===== config.mk =====
export PLATFORM = sky130hd
export DESIGN_NAME = sensor_monitor_sched_flat
export DESIGN_NICKNAME = d
export VERILOG_FILES = /design/src/rtl/sensor_monitor_sched_if.sv /design/src/rtl/sensor_monitor_sched.sv /design/src/flat_wrapper.sv
export SDC_FILE = /design/constraint.sdc
export NUM_CORES = 1
export LEC_CHECK = 0
export CAP_MARGIN = 10
export CORE_ASPECT_RATIO = 1.5
export CORE_MARGIN = 4
export CORE_UTILIZATION = 60
export CTS_BUF_LIST = sky130_fd_sc_hd__clkbuf_2 sky130_fd_sc_hd__clkbuf_4 sky130_fd_sc_hd__clkbuf_8
export DETAILED_ROUTE_END_ITERATION = 8
export GPL_ROUTABILITY_DRIVEN = 0
export PLACE_DENSITY = 0.87
export SYNTH_ARGS = -nofsm -noshare
export SYNTH_HDL_FRONTEND = slang
export SYNTH_SLANG_ARGS = --single-unit

===== constraint.sdc =====
create_clock -name clock -period 2.4 [get_ports clock]
set_input_delay 0.72 -clock clock [delete_from_list [all_inputs] [get_ports clock]]
set_output_delay 0.72 -clock clock [all_outputs]
set_load 0.01 [all_outputs]

===== src/rtl/sensor_monitor_sched_if.sv =====
// rtl/sensor_monitor_sched_if.sv - sensor inputs and status/alarm outputs of the T/H monitor scheduler
interface sensor_monitor_sched_if;
    logic       enable;
    logic       t_raw;
    logic       h_raw;
    logic       ack;
    logic       sample_tick;
    logic       t_clean;
    logic       h_clean;
    logic       warning;
    logic       alarm;
    logic [1:0] level;
    logic [7:0] alarm_events;

    modport master (
        output enable, t_raw, h_raw, ack,
        input  sample_tick, t_clean, h_clean, warning, alarm, level, alarm_events
    );

    modport slave (
        input  enable, t_raw, h_raw, ack,
        output sample_tick, t_clean, h_clean, warning, alarm, level, alarm_events
    );
endinterface


===== src/rtl/sensor_monitor_sched.sv =====
// rtl/sensor_monitor_sched.sv - prescaled T/H debounce and OFF/NORMAL/WARN/ALARM sequencer
// Optional ALARM entry counter enabled by SENSOR_MONITOR_EVENTS_EN.
module sensor_monitor_sched #(
    parameter int PRESCALE = 1000,
    parameter int DEBOUNCE = 3,
    parameter int HOLDOFF  = 8
) (
    input logic              clock,
    input logic              reset,
    sensor_monitor_sched_if.slave mon
);

    localparam int PW = $clog2(PRESCALE);
    localparam int DW = (DEBOUNCE > 1) ? $clog2(DEBOUNCE) : 1;
    localparam int HW = $clog2(HOLDOFF + 1);

    typedef enum logic [1:0] {
        S_OFF    = 2'd0,
        S_NORMAL = 2'd1,
        S_WARN   = 2'd2,
        S_ALARM  = 2'd3
    } state_t;

    state_t          state;
    logic            alarm_q;
    logic [HW-1:0]   hold;
    logic [PW-1:0]   presc;
    logic            tick_q;
    logic [1:0]      raw;
    logic [1:0]      clean;
    logic [DW-1:0]   dcnt [2];

    logic any_set;
    logic both_set;
    logic exit_ok;
    logic to_off;
    logic clear_dbn;
    logic alarm_entry;

    assign raw      = {mon.h_raw, mon.t_raw};
    assign any_set  = |clean;
    assign both_set = &clean;
    assign exit_ok  = mon.ack && (hold == '0) && !both_set;

    // Clean lines must already read 0 in the first OFF cycle, so clear on the edge that enters OFF.
    assign to_off      = !mon.enable && ((state != S_ALARM) || exit_ok);
    assign clear_dbn   = (state == S_OFF) || to_off;
    assign alarm_entry = (state == S_WARN) && mon.enable && both_set;

    // tick_q is registered one count early so it is high exactly while presc == PRESCALE-1.
    always_ff @(posedge clock or negedge reset) begin
        if (!reset) begin
            presc  <= '0;
            tick_q <= 1'b0;
        end else if (!mon.enable) begin
            presc  <= '0;
            tick_q <= 1'b0;
        end else begin
            presc  <= (presc == PW'(PRESCALE - 1)) ? '0 : presc + 1'b1;
            tick_q <= (presc == PW'(PRESCALE - 2));
        end
    end

    always_ff @(posedge clock or negedge reset) begin
        if (!reset) begin
            clean   <= 2'b00;
            dcnt[0] <= '0;
            dcnt[1] <= '0;
        end else if (clear_dbn) begin
            clean   <= 2'b00;
            dcnt[0] <= '0;
            dcnt[1] <= '0;
        end else if (tick_q) begin
            for (int i = 0; i < 2; i++) begin
                if (raw[i] == clean[i]) begin
                    dcnt[i] <= '0;
                end else if (dcnt[i] == DW'(DEBOUNCE - 1)) begin
                    clean[i] <= raw[i];
                    dcnt[i]  <= '0;
                end else begin
                    dcnt[i] <= dcnt[i] + 1'b1;
                end
            end
        end
    end

    always_ff @(posedge clock or negedge reset) begin
        if (!reset) begin
            state   <= S_OFF;
            alarm_q <= 1'b0;
            hold    <= '0;
        end else begin
            case (state)
                S_OFF: begin
                    if (mon.enable) state <= S_NORMAL;
                end
                S_NORMAL: begin
                    if (!mon.enable)  state <= S_OFF;
                    else if (any_set) state <= S_WARN;
                end
                S_WARN: begin
                    if (!mon.enable) begin
                        state <= S_OFF;
                    end else if (both_set) begin
                        state   <= S_ALARM;
                        alarm_q <= 1'b1;
                        hold    <= HW'(HOLDOFF);
                    end else if (!any_set) begin
                        state <= S_NORMAL;
                    end
                end
                S_ALARM: begin
                    // Enable is only looked at once the operator has released the alarm.
                    if (exit_ok) begin
                        alarm_q <= 1'b0;
                        if (!mon.enable)  state <= S_OFF;
                        else if (any_set) state <= S_WARN;
                        else              state <= S_NORMAL;
                    end else if (tick_q && (hold != '0)) begin
                        hold <= hold - 1'b1;
                    end
                end
                default: state <= S_OFF;
            endcase
        end
    end

`ifdef SENSOR_MONITOR_EVENTS_EN
    logic [7:0] events_q;

    always_ff @(posedge clock or negedge reset) begin
        if (!reset) begin
            events_q <= 8'd0;
        end else if (alarm_entry && (events_q != 8'hFF)) begin
            events_q <= events_q + 8'd1;
        end
    end

    assign mon.alarm_events = events_q;
`else
    logic unused_entry;
    assign unused_entry     = alarm_entry;
    assign mon.alarm_events = 8'd0;
`endif

    assign mon.sample_tick = tick_q;
    assign mon.t_clean     = clean[0];
    assign mon.h_clean     = clean[1];
    assign mon.warning     = any_set;
    assign mon.alarm       = alarm_q;
    assign mon.level       = state;

endmodule


===== src/flat_wrapper.sv =====
// flat-port wrapper written by rule: the top's interface ports become plain ports
module sensor_monitor_sched_flat 
#(
    parameter int PRESCALE = 1000,
    parameter int DEBOUNCE = 3,
    parameter int HOLDOFF  = 8
)
  (clock, reset, mon_enable, mon_t_raw, mon_h_raw, mon_ack, mon_sample_tick, mon_t_clean, mon_h_clean, mon_warning, mon_alarm, mon_level, mon_alarm_events);
  sensor_monitor_sched_if mon_i ();
  input logic clock;
  input logic reset;
  input wire logic [$bits(mon_i.enable)-1:0] mon_enable;
  input wire logic [$bits(mon_i.t_raw)-1:0] mon_t_raw;
  input wire logic [$bits(mon_i.h_raw)-1:0] mon_h_raw;
  input wire logic [$bits(mon_i.ack)-1:0] mon_ack;
  output wire logic [$bits(mon_i.sample_tick)-1:0] mon_sample_tick;
  output wire logic [$bits(mon_i.t_clean)-1:0] mon_t_clean;
  output wire logic [$bits(mon_i.h_clean)-1:0] mon_h_clean;
  output wire logic [$bits(mon_i.warning)-1:0] mon_warning;
  output wire logic [$bits(mon_i.alarm)-1:0] mon_alarm;
  output wire logic [$bits(mon_i.level)-1:0] mon_level;
  output wire logic [$bits(mon_i.alarm_events)-1:0] mon_alarm_events;
  assign mon_i.enable = mon_enable;
  assign mon_i.t_raw = mon_t_raw;
  assign mon_i.h_raw = mon_h_raw;
  assign mon_i.ack = mon_ack;
  assign mon_sample_tick = mon_i.sample_tick;
  assign mon_t_clean = mon_i.t_clean;
  assign mon_h_clean = mon_i.h_clean;
  assign mon_warning = mon_i.warning;
  assign mon_alarm = mon_i.alarm;
  assign mon_level = mon_i.level;
  assign mon_alarm_events = mon_i.alarm_events;
  sensor_monitor_sched #(.PRESCALE(PRESCALE), .DEBOUNCE(DEBOUNCE), .HOLDOFF(HOLDOFF)) u_core (.clock(clock), .reset(reset), .mon(mon_i));
endmodule

== Word-level counts from Yosys, hierarchy flattened ==
Cells that the tools add are included.
Storage, ports and cells
  bits in latches: 0
  memory bits (read-only): 0
  memories kept: 0
  bits in writable memories: 0
  input bits: 6
  register bits: 24
Operators by class
  reduce and logical (&&, ||, !) cells: 22
  equal/unequal tests: 20
  div/mod/pow operators: 0
  order comparisons: 0
  multiply operators: 0
  bitwise logic cells: 0
  shift operators: 0
  $add $sub $neg: 4
  multiplexer cells: 34
Operators by type and width (number)
  $mux W2: 15
  $mux W4: 6
  $eq A10 B10 Y1 const B: 2
  $mux W10: 2
  $add A10 B1 Y10 const B: 1
  $ne A2 B1 Y1 const B: 5
  $eq A2 B2 Y1 const B: 4
  $mux W1: 8
  $ne A2 B2 Y1 const B: 4
  $pmux W2 S4: 1
  $pmux W4 S2: 1
  $reduce_and A4 Y1: 2
  $reduce_bool A2 Y1: 4
  $reduce_and A3 Y1: 2
  $reduce_and A5 Y1: 1
  $add A2 B1 Y2 const B: 2
  $logic_and A1 B1 Y1: 4
  $logic_not A4 Y1: 1
  $ne A4 B3 Y1 const B: 1
  $reduce_bool A4 Y1: 1
  $sub A4 B1 Y4 const B: 1
  $ne A3 B3 Y1 const B: 1
  $eq A1 B1 Y1: 2
  $eq A2 B1 Y1 const B: 1
  other kinds (6): 8

== Logic depth before layout (Yosys ltp) ==
Gate-level depths: netlist of run 1.
  depth after elaboration: 8
  depth in mapped cells: 5

== Worst setup path after synthesis of run 1 ==
No wires, ideal clock.
  path kind: input to register
  start: input mon_enable
  end: register u_core.clean[0]
  data arrival time: 1.427 ns
  slack: 0.838 ns
  required time: 2.265 ns
  cell stages on the path: 4
  path through: buf_2 -> maj3_1 -> o31ai_2 -> nor2_1
Between the ends
  longest elaborated chain between the ends: 5
  elaborated cells on any way between the ends: 8
  those cells by class: 1 x eq/ne; 1 x mux; 6 x reduce/logical
RTL lines
  start: declaration: line flat_wrapper.sv:12  | input wire logic [$bits(mon_i.enable)-1:0] mon_enable;
  $logic_not A1 Y1 *: line sensor_monitor_sched.sv:46  | assign to_off = !mon.enable && ((state != S_ALARM) || exit_ok);
  $logic_and A1 B1 Y1 *: line sensor_monitor_sched.sv:46
  $logic_or A1 B1 Y1 *: line sensor_monitor_sched.sv:47  | assign clear_dbn = (state == S_OFF) || to_off;
  $ne A2 B1 Y1 (no line) or $reduce_bool A2 Y1 (tied branches)
  $reduce_and A3 Y1 (no line)
  end signal: indexed assignment: line sensor_monitor_sched.sv:78  | clean[i] <= raw[i];
  end: declaration: line sensor_monitor_sched.sv:30  | logic [1:0] clean;
Every way passes the cells marked *; elsewhere a longest branch is shown, timed or not.
A chain may end at the register's enable or synchronous reset.

== Final worst setup path of run 1 ==
  start: register u_core.state[0] (netlist: u_core.mon.level[0])
  end: output mon_level[0]
RTL lines
  start: declaration: line sensor_monitor_sched.sv:24  | state_t state;
  start signal: assignment: line sensor_monitor_sched.sv:89  | state <= S_OFF;
  start signal: assignment: line sensor_monitor_sched.sv:95  | if (mon.enable) state <= S_NORMAL;
  start signal: assignment: line sensor_monitor_sched.sv:98  | if (!mon.enable) state <= S_OFF;
  end: declaration: line flat_wrapper.sv:21  | output wire logic [$bits(mon_i.level)-1:0] mon_level;
No word-level cell between the ends.

==> impl_metrics.toml, run 1 <==
[global_route]
use_met1_pct = 22.6
grt_use_met3_pct = 3.20
overflow = 0
grt_busiest_layer = "met2"
antenna_found_initial = 0
grt_max_degree = 25
gr-usage-all-layers_pct = 20.4
grt_pass1_vias = 1147
grt_pass1_wl_um = 4800
use_met2_pct = 36.3

[pwr]
finalPower_uw = 625
vdd_ir_drop_max_v = 0.000288
p_leak_uw = 0.000723
p_per_area_nw_per_um2 = 398

[finish]
antenna_cells = 0
final_nets = 175
fin_util_pct = 69.6
layout-drive-gt1-share_pct = 10.5
final_cell_mix = "23 x dfrtp_1, 13 x a21oi_1, 11 x o21ai_0, 11 x clkdlybuf4s50_1, 10 x inv_1"
area_growth_pct = 10.7
stdcell_count = 185
final_area_um2 = 1570
layout_commonest_cell = "dfrtp_1"

[die]
die_h_um = 67.6
coreArea_um2 = 2260
die_w_um = 47.7
fp-row-count = 21
die_area_um2 = 3230
start_util_pct = 62.8
io_pins = 21

[placed_design]
dp.cells = 180
dp_hpwl_um = 2110
io_buffers = 12
placed_area_um2 = 1530

[route]
wirelength_um = 2780
firstDrtPassIters = 4
via_per_inst = 6.11
ant_nets = 0
wl_per_cell_um = 15.0
drc = 0
first_iter_violations = 61
dr_total_vias = 1131

[timing]
fmax_mhz = 448
setup_viol = 0
final_hold_viol_count = 0
worst_pin_slew_ns = 0.522
final.setup_skew_ns = 0.00309
max_slew_margin_pct = 65.1
rsz0062_at_grt = "false"
finalCriticalPeriod_ns = 2.23
period_share_pct = 93.1
slew_violations = 0
tns_ns = 0

[yosys]
synthArstFlopShare_pct = 100
yosys.area_share.simple_pct = 20.6
synthMuxAreaShare_pct = 1.41
ys_seq_area_share_pct = 42.3
yosys.cell_types.count = 45
synth_area_um2 = 1420
synth-seq-cells = 24
synth_top_family_by_area = "simple AND/OR/NAND/NOR gates"
syn_avg_cell_area_um2 = 9.60
yosysWarnings = 0
syn_inst = 148
synth-xor-area-share_pct = 3.08
synth_edf_count = 0
synth_fa_ha_area_share_pct = 5.11
synth_compound_area_share_pct = 18.8
ys.flop_type = "dfrtp_1"

[hold_path]
worstHoldStart = "u_core.presc[0]"
holdPathEnd = "u_core.presc[0]"
whs_path_depth = 1
hold_path.class = "reg2reg"

[status]
status = "complete, no violations"

[critical_path]
cp_max_fo = 13
endpoint_kind = "output pin"
max_stage_delay_ns = 0.61
path_delay_family = "buffers and inverters"
path_cells = "clkdlybuf4s50_1"
start_kind = "flip-flop"
cp.required_ns = 1.68
r2r_start = "u_core.hold[0]"
slowest_stage = "clkdlybuf4s50_1"
rrSetupSlack_ns = 0.70
cp_num_buf_inv = 1
critPathArrivalTime_ns = 1.51
rr_endpoint = "u_core.clean[0]"
critical_path_class = "reg2out"
r2r_cells = 5

[cts]
clock_insertion_delay_worst_skew_ns = 0.30
cts_hold_buf = 0
cts.sinks = 24
htree_levels = 1
clkTransAtPathRegs_ns = 0.12
cts_root_buffer = "clkbuf_4"
clock_path_buffers = 2
cts_tree = "done"
numCtsBuffers = 3

[run]
drv_cap = 0
layer usage:
metal  share of wire, %  wire length, um
met5                  0                0
met3                4.1              114
met1                 38             1060
met2                 56             1560
met4                1.4               40
logic make-up (layout without fill, tap and decap cells):
| family | Yosys count | in the layout |
|---|---|---|
| other | 1 | 8 |
| and+or+nand+nor | 48 | 48 |
| DFF | 24 | 24 |
| muxes | 2 | 2 |
| xor gates and xnor gates | 5 | 5 |
| adders and majority gates | 6 | 6 |
| buffers and inverters | 23 | 30 |
| AOI/OAI and AO/OA | 39 | 39 |
stage by stage:
step / setup WS, ns / hold WS [ns]
floorplan: 0.838 / 0.424
CTS: 0.0243 / 0.540
global route: 0.0976 / 0.570
global placement: 0.360 / 0.485
finish: 0.167 / 0.531
detailed placement: 0.289 / 0.523
sequential cells by signal, indices dropped and copies added (netlist names):
signal,count
u_core.presc,10
u_core.dcnt,4
u_core.hold,4
u_core.clean,2
u_core.mon.level,2
u_core.mon.alarm,1
u_core.mon.sample_tick,1
final cells by class:
cell class / count / area [um2]
multi-input combinational: 108 / 726
fill: 189 / 687
sequential: 24 / 602
timing repair buffer: 16 / 153
inverter: 11 / 41.3
tap: 23 / 28.8
clock buffer: 3 / 22.5
how the worst max path moves through the flow:
stage                                    from         endpoint  slack (ns)  cells after the start
after global placement             mon_enable  u_core.clean[0]        0.36                      4
after global routing      u_core.mon.level[0]     mon_level[0]         0.1                      1
after floorplan                    mon_enable  u_core.clean[0]        0.84                      4
final                     u_core.mon.level[0]     mon_level[0]        0.17                      1
after detailed placement           mon_enable  u_core.clean[0]        0.29                      4
after CTS                     u_core.clean[1]      mon_warning        0.02                      4
synth_stat cells (2+ instances only):
| cell | n | area share [%] |
|---|---|---|
| xnor2_1 | 2 | 1.2 |
| o21ai_0 | 11 | 3.9 |
| nand2_1 | 8 | 2.1 |
| or3_1 | 2 | 0.88 |
| nor2b_1 | 2 | 0.88 |
| or4_1 | 2 | 1.1 |
| xor2_1 | 3 | 1.9 |
| o31ai_1 | 2 | 1.1 |
| inv_1 | 10 | 2.6 |
| nand3_1 | 8 | 2.8 |
| nand2b_1 | 2 | 0.88 |
| dfrtp_1 | 24 | 42 |
| ha_1 | 5 | 4.4 |
| o211ai_1 | 2 | 1.1 |
| o21a_1 | 2 | 1.1 |
| nor2_1 | 9 | 2.4 |
| nand3b_1 | 3 | 1.6 |
| buf_2 | 3 | 1.1 |
| a21oi_1 | 13 | 4.6 |
| o311ai_0 | 2 | 1.2 |
| buf_4 | 8 | 4.2 |
| mux2i_1 | 2 | 1.4 |
power by group:
| group | switching, uW | internal (uW) | total, uW |
|---|---|---|---|
| clock | 109 | 58.5 | 168 |
| combinational | 26.4 | 17.3 | 43.8 |
| sequential | 5.53 | 408 | 414 |
| total | 141 | 484 | 625 |
timing repair:
action / in CTS / in global routing
buffers inserted: 0 / 2
resized for setup: 0 / 2
endpoints found under the setup margin: 0 / 1
endpoints found under the hold margin: 0 / 0
(Power assumes the default switching activity.)
==> inputs of run 2 (changes only) <==
--- a/config.mk
+++ b/config.mk
@@ -8,11 +8,11 @@
 export CAP_MARGIN = 10
 export CORE_ASPECT_RATIO = 1.5
 export CORE_MARGIN = 4
-export CORE_UTILIZATION = 60
+export CORE_UTILIZATION = 39
 export CTS_BUF_LIST = sky130_fd_sc_hd__clkbuf_2 sky130_fd_sc_hd__clkbuf_4 sky130_fd_sc_hd__clkbuf_8
 export DETAILED_ROUTE_END_ITERATION = 8
 export GPL_ROUTABILITY_DRIVEN = 0
-export PLACE_DENSITY = 0.87
+export SETUP_SLACK_MARGIN = 0.5
 export SYNTH_ARGS = -nofsm -noshare
 export SYNTH_HDL_FRONTEND = slang
 export SYNTH_SLANG_ARGS = --single-unit
==> impl_metrics.toml, run 2 (synthesized netlist as in run 1, its figures left out) <==
[status]
status = "complete, no violations"

[pwr]
vdd_ir_drop_max_v = 0.000297
seqPwrFrac_pct = 51.0
p_sw_uw = 161
comb_power_share_pct = 5.5
p_int_uw = 648
power.clock.fraction_pct = 43.5
p_leak_uw = 0.000756
swShare_pct = 19.9
p_per_area_nw_per_um2 = 484

[critical_path]
cp_max_fo = 4
start_kind = "flip-flop"
max_stage_delay_ns = 0.41
slowest_stage = "dfrtp_2"
path_cells = "buf_4 -> dlygate4sd2_1"
critPathArrivalTime_ns = 1.11
cp_num_buf_inv = 2
cp.required_ns = 1.68
path_delay_family = "buffers and inverters"
critical_path_class = "reg2out"
endpoint_kind = "output pin"

[finish]
largest_reg_flops = 10
antenna_cells = 0
final_cell_mix = "21 x dfrtp_1, 13 x a21oi_1, 11 x o21ai_0"
final_nets = 178
area_growth_pct = 17.7
top_regs = "u_core.presc x10, u_core.dcnt x4, u_core.hold x4"
fin_util_pct = 48.5
top_register = "u_core.presc"
layout-drive-gt1-share_pct = 15.1
fill_cells = 349
layout_commonest_cell = "dfrtp_1"

[timing]
fmax_mhz = 547
finalCriticalPeriod_ns = 1.83
max_slew_margin_pct = 64.7
slew_violations = 0
tns_ns = 0
worst_slack_ns = 0.573
setup_viol = 0
hold_ws_ns = 0.499
worst_pin_slew_ns = 0.528
final.setup_skew_ns = 0.00397
final_hold_viol_count = 0
rsz0062_at_grt = "false"
period_share_pct = 76.1

[cts]
cts_hold_buf = 0
cts_tree = "done"
clock_path_buffers = 2
clkTransAtPathRegs_ns = 0.09
cts.sinks = 24
htree_levels = 1
clock_insertion_delay_worst_skew_ns = 0.26
cts_root_buffer = "clkbuf_8"
numCtsBuffers = 3

[route]
firstDrtPassIters = 4
dr_total_vias = 1112
via_per_inst = 5.35
ant_nets = 0
drc = 0
first_iter_violations = 19
wirelength_um = 2990
wl_per_cell_um = 14.4

[global_route]
overflow = 0
grt_pass1_wl_um = 5150
grt_max_degree = 25
gr-usage-all-layers_pct = 13.8
grt_pass1_vias = 1156
antenna_found_initial = 0

[die]
start_util_pct = 41.2
coreArea_um2 = 3450
die_area_um2 = 4690
die_w_um = 57.3
die_h_um = 81.9
fp-row-count = 26
io_pins = 21

[run]
drv_cap = 0

[hold_path]
hold_path.class = "reg2reg"

[placed_design]
io_buffers = 12
dp_hpwl_um = 2220
post-place-ws_ns = 0.278
## run 2: cell types whose count changed in the layout (fill, tap and decap cells not counted), sizes merged
cell	previous run	this run
clkdlybuf4s50	11	5
dlygate4sd2	0	4
buf	4	7
bufinv	0	1
clkbuf	3	4
dlymetal6s2s	1	2
## run 2: routing by layer
| layer | global-route usage (%) | share of wire [%] |
|---|---|---|
| met5 | 0 | 0 |
| met4 | 5.80 | 0.97 |
| met1 | 14.5 | 41 |
| met2 | 26.7 | 56 |
| met3 | 2.36 | 2.5 |
## run 2: metrics by stage
stage,power [uW],cells,cell area [um2]
6_report,810,208,1670
3_3_place_gp,465,200,1560
5_1_grt,855,208,1670
3_5_place_dp,466,200,1560
4_1_cts,826,208,1660
2_1_floorplan,453,155,1450
## run 2: worst paths after layout
check                                      from              end  slack, ns  cells past startpoint
worst max-delay path            u_core.clean[0]      mon_t_clean       0.57                      2
max in group asynchronous                 reset  u_core.clean[0]       1.33                      2
worst max register to register   u_core.hold[0]   u_core.dcnt[2]       0.79                      5
worst min register to register  u_core.presc[0]  u_core.presc[0]       0.50                      1
worst min-delay path            u_core.presc[0]  u_core.presc[0]       0.50                      1
min in group asynchronous                 reset   u_core.hold[3]       0.81                      2
## run 2: cell type report
type	count	area, um2	area share (%)
Sequential cell	24	604	36.2
Clock buffer	3	41.3	2.47
Multi-Input combinational cell	108	734	43.9
Clock inverter	1	30.0	1.80
Inverter	11	41.3	2.47
Tap cell	42	52.6	3.14
Timing Repair Buffer	19	168	10.0
## run 2: power by group through the flow
stage                     sequential [uW]  clock (uW)  combinational, uW
after floorplan                       420           0               32.4
after global placement                421           0               43.7
after detailed placement              422           0               44.5
after CTS                             413         367               44.8
after global routing                  414         390               50.5
final                                 413         352               44.5
## run 2: repair_timing
item / in CTS / in global routing
setup endpoints to repair: 6 / 4
resized for setup: 8 / 6
setup buffers: 4 / 0
gates cloned: 0 / 0
## run 2: worst register-to-register path, cell delays in order (launching register included)
cell	delay, ns
dfrtp_1	0.41
inv_1	0.10
ha_1	0.25
nand4bb_1	0.29
o31ai_4	0.36
a21oi_1	0.08
==> inputs of run 3 (changes only) <==
==> constraint.sdc (replaced) <==
create_clock -name clock -period 1.71 [get_ports clock]
set_input_delay 0.513 -clock clock [delete_from_list [all_inputs] [get_ports clock]]
set_output_delay 0.513 -clock clock [all_outputs]
set_load 0.01 [all_outputs]
==> impl_metrics.toml, run 3 (synthesized netlist as in run 1, its figures left out) <==
[cts]
clkTransAtPathRegs_ns = 0.08
clock_path_buffers = 2
cts_hold_buf = 0
htree_levels = 1
cts_root_buffer = "clkbuf_8"
numCtsBuffers = 3
cts_tree = "done"
cts.sinks = 24
clock_insertion_delay_worst_skew_ns = 0.26

[critical_path]
slowest_stage = "dfrtp_2"
crit_top_cell = "inv_2"
cp.required_ns = 1.20
path_cells = "inv_2 -> ha_4 -> inv_2 -> buf_6"
critPathArrivalTime_ns = 1.03
cp_num_buf_inv = 3
max_stage_delay_ns = 0.42
cp_max_fo = 2
critical_path_class = "reg2out"
endpoint_kind = "output pin"
path_delay_family = "flip-flops"
start_kind = "flip-flop"

[finish]
area_growth_pct = 47.5
antenna_cells = 0
fin_util_pct = 60.7
layout-drive-gt1-share_pct = 54.0
top_register = "u_core.presc"
layout_commonest_cell = "buf_4"
final_area_um2 = 2090
top_regs = "u_core.presc x10, u_core.dcnt x4, u_core.hold x4"
final_nets = 202
largest_reg_flops = 10
final_cell_mix = "22 x buf_4, 14 x dfrtp_1, 13 x buf_6"

[route]
firstDrtPassIters = 4
wl_met1_um = 1340
wl_met3_um = 58
highest_layer = "met4"
wl_met2_um = 1950
wirelength_um = 3370
via_per_inst = 5.28
dr_total_vias = 1220
wl_per_cell_um = 14.6
drc = 0
first_iter_violations = 19
ant_nets = 0

[pwr]
p_per_area_nw_per_um2 = 478
vdd_ir_drop_max_v = 0.000336
p_leak_uw = 0.000904

[die]
io_pins = 21
die_area_um2 = 4690
start_util_pct = 41.2
coreArea_um2 = 3450
fp-row-count = 26
die_h_um = 81.9
die_w_um = 57.3

[global_route]
gr-usage-all-layers_pct = 14.8
grt_pass1_wl_um = 5440
grt_max_degree = 25
grt_pass1_vias = 1210
overflow = 0
antenna_found_initial = 0

[timing]
fmax_mhz = 647
final_hold_viol_count = 0
setup_viol = 0
finalCriticalPeriod_ns = 1.55
period_share_pct = 90.4
final.setup_skew_ns = 0.00353
slew_violations = 0
rsz0062_at_grt = "true"

[placed_design]
dp_hpwl_um = 2300
io_buffers = 12
placed_area_um2 = 1690

[run]
drv_cap = 0

[status]
status = "complete, no violations"

[hold_path]
hold_path.class = "reg2reg"
run 3: changes by cell type in the layout (fill, tap and decap cells not counted), moves of 7 or more:
cell / before / now
buf_4: 7 / 22
a21oi_2: 1 / 10
a21oi_1: 13 / 3
dfrtp_1: 21 / 14
dfrtp_2: 3 / 10
buf_6: 0 / 13
run 3: cell type report:
cell class              instances  area (um2)
multi-input cells             108         971
flip-flops and latches         24         613
clock buffers                   3        41.3
well taps                      42        52.6
fillers                       303        1350
repair buffers                 43         375
inverters                      11        41.3
run 3: stage by stage:
step | setup slack [ns] | setup TNS, ns | cells | hold slack [ns] | power [uW]
6_report | 0.164 | 0 | 231 | 0.570 | 1000
5_1_grt | 0.123 | 0 | 231 | 0.589 | 1050
4_1_cts | 0.166 | 0 | 222 | 0.560 | 1000
3_5_place_dp | -0.140 | -1.15 | 205 | 0.550 | 664
3_3_place_gp | -0.0778 | -0.603 | 205 | 0.532 | 662
2_1_floorplan | 0.447 | 0 | 155 | 0.217 | 644
run 3: tightest hold or removal path: cells and delay by family, from the launching register on:
kind               cells  cell delay [ns]
AOI/OAI and AO/OA      1             0.05
DFF                    1             0.40
and+or+nand+nor        1             0.09
run 3: routing by layer:
layer  global-route usage (%)  vias up
li1                         -      597
met1                     15.9      614
met2                     29.3        7
met3                     1.57        2
met4                     4.87        0
met5                        0        -
run 3: final timing paths:
path	start	to	slack, ns	cells past startpoint
worst max-delay path	u_core.clean[1]	mon_warning	0.16	4
worst max register to register	u_core.clean[0]	u_core.dcnt[3]	0.29	4
worst min register to register	u_core.dcnt[2]	u_core.dcnt[2]	0.57	2
max in group asynchronous	reset	u_core.mon.sample_tick	0.83	2
min in group asynchronous	reset	u_core.hold[1]	0.61	2
worst min-delay path	u_core.dcnt[2]	u_core.dcnt[2]	0.57	2
run 3: report_power, final:
group | total [uW] | internal, uW | switching [uW]
clock | 330 | 157 | 173
combinational | 87.3 | 38.4 | 48.9
sequential | 584 | 574 | 10.5
total | 1000 | 769 | 232
run 3: what timing repair did:
action / 4_1_cts / 5_1_grt
gates cloned: 0 / 0
pin swaps: 14 / 11
buffers inserted: 14 / 9
setup endpoints to repair: 31 / 28
gates resized for setup: 68 / 27
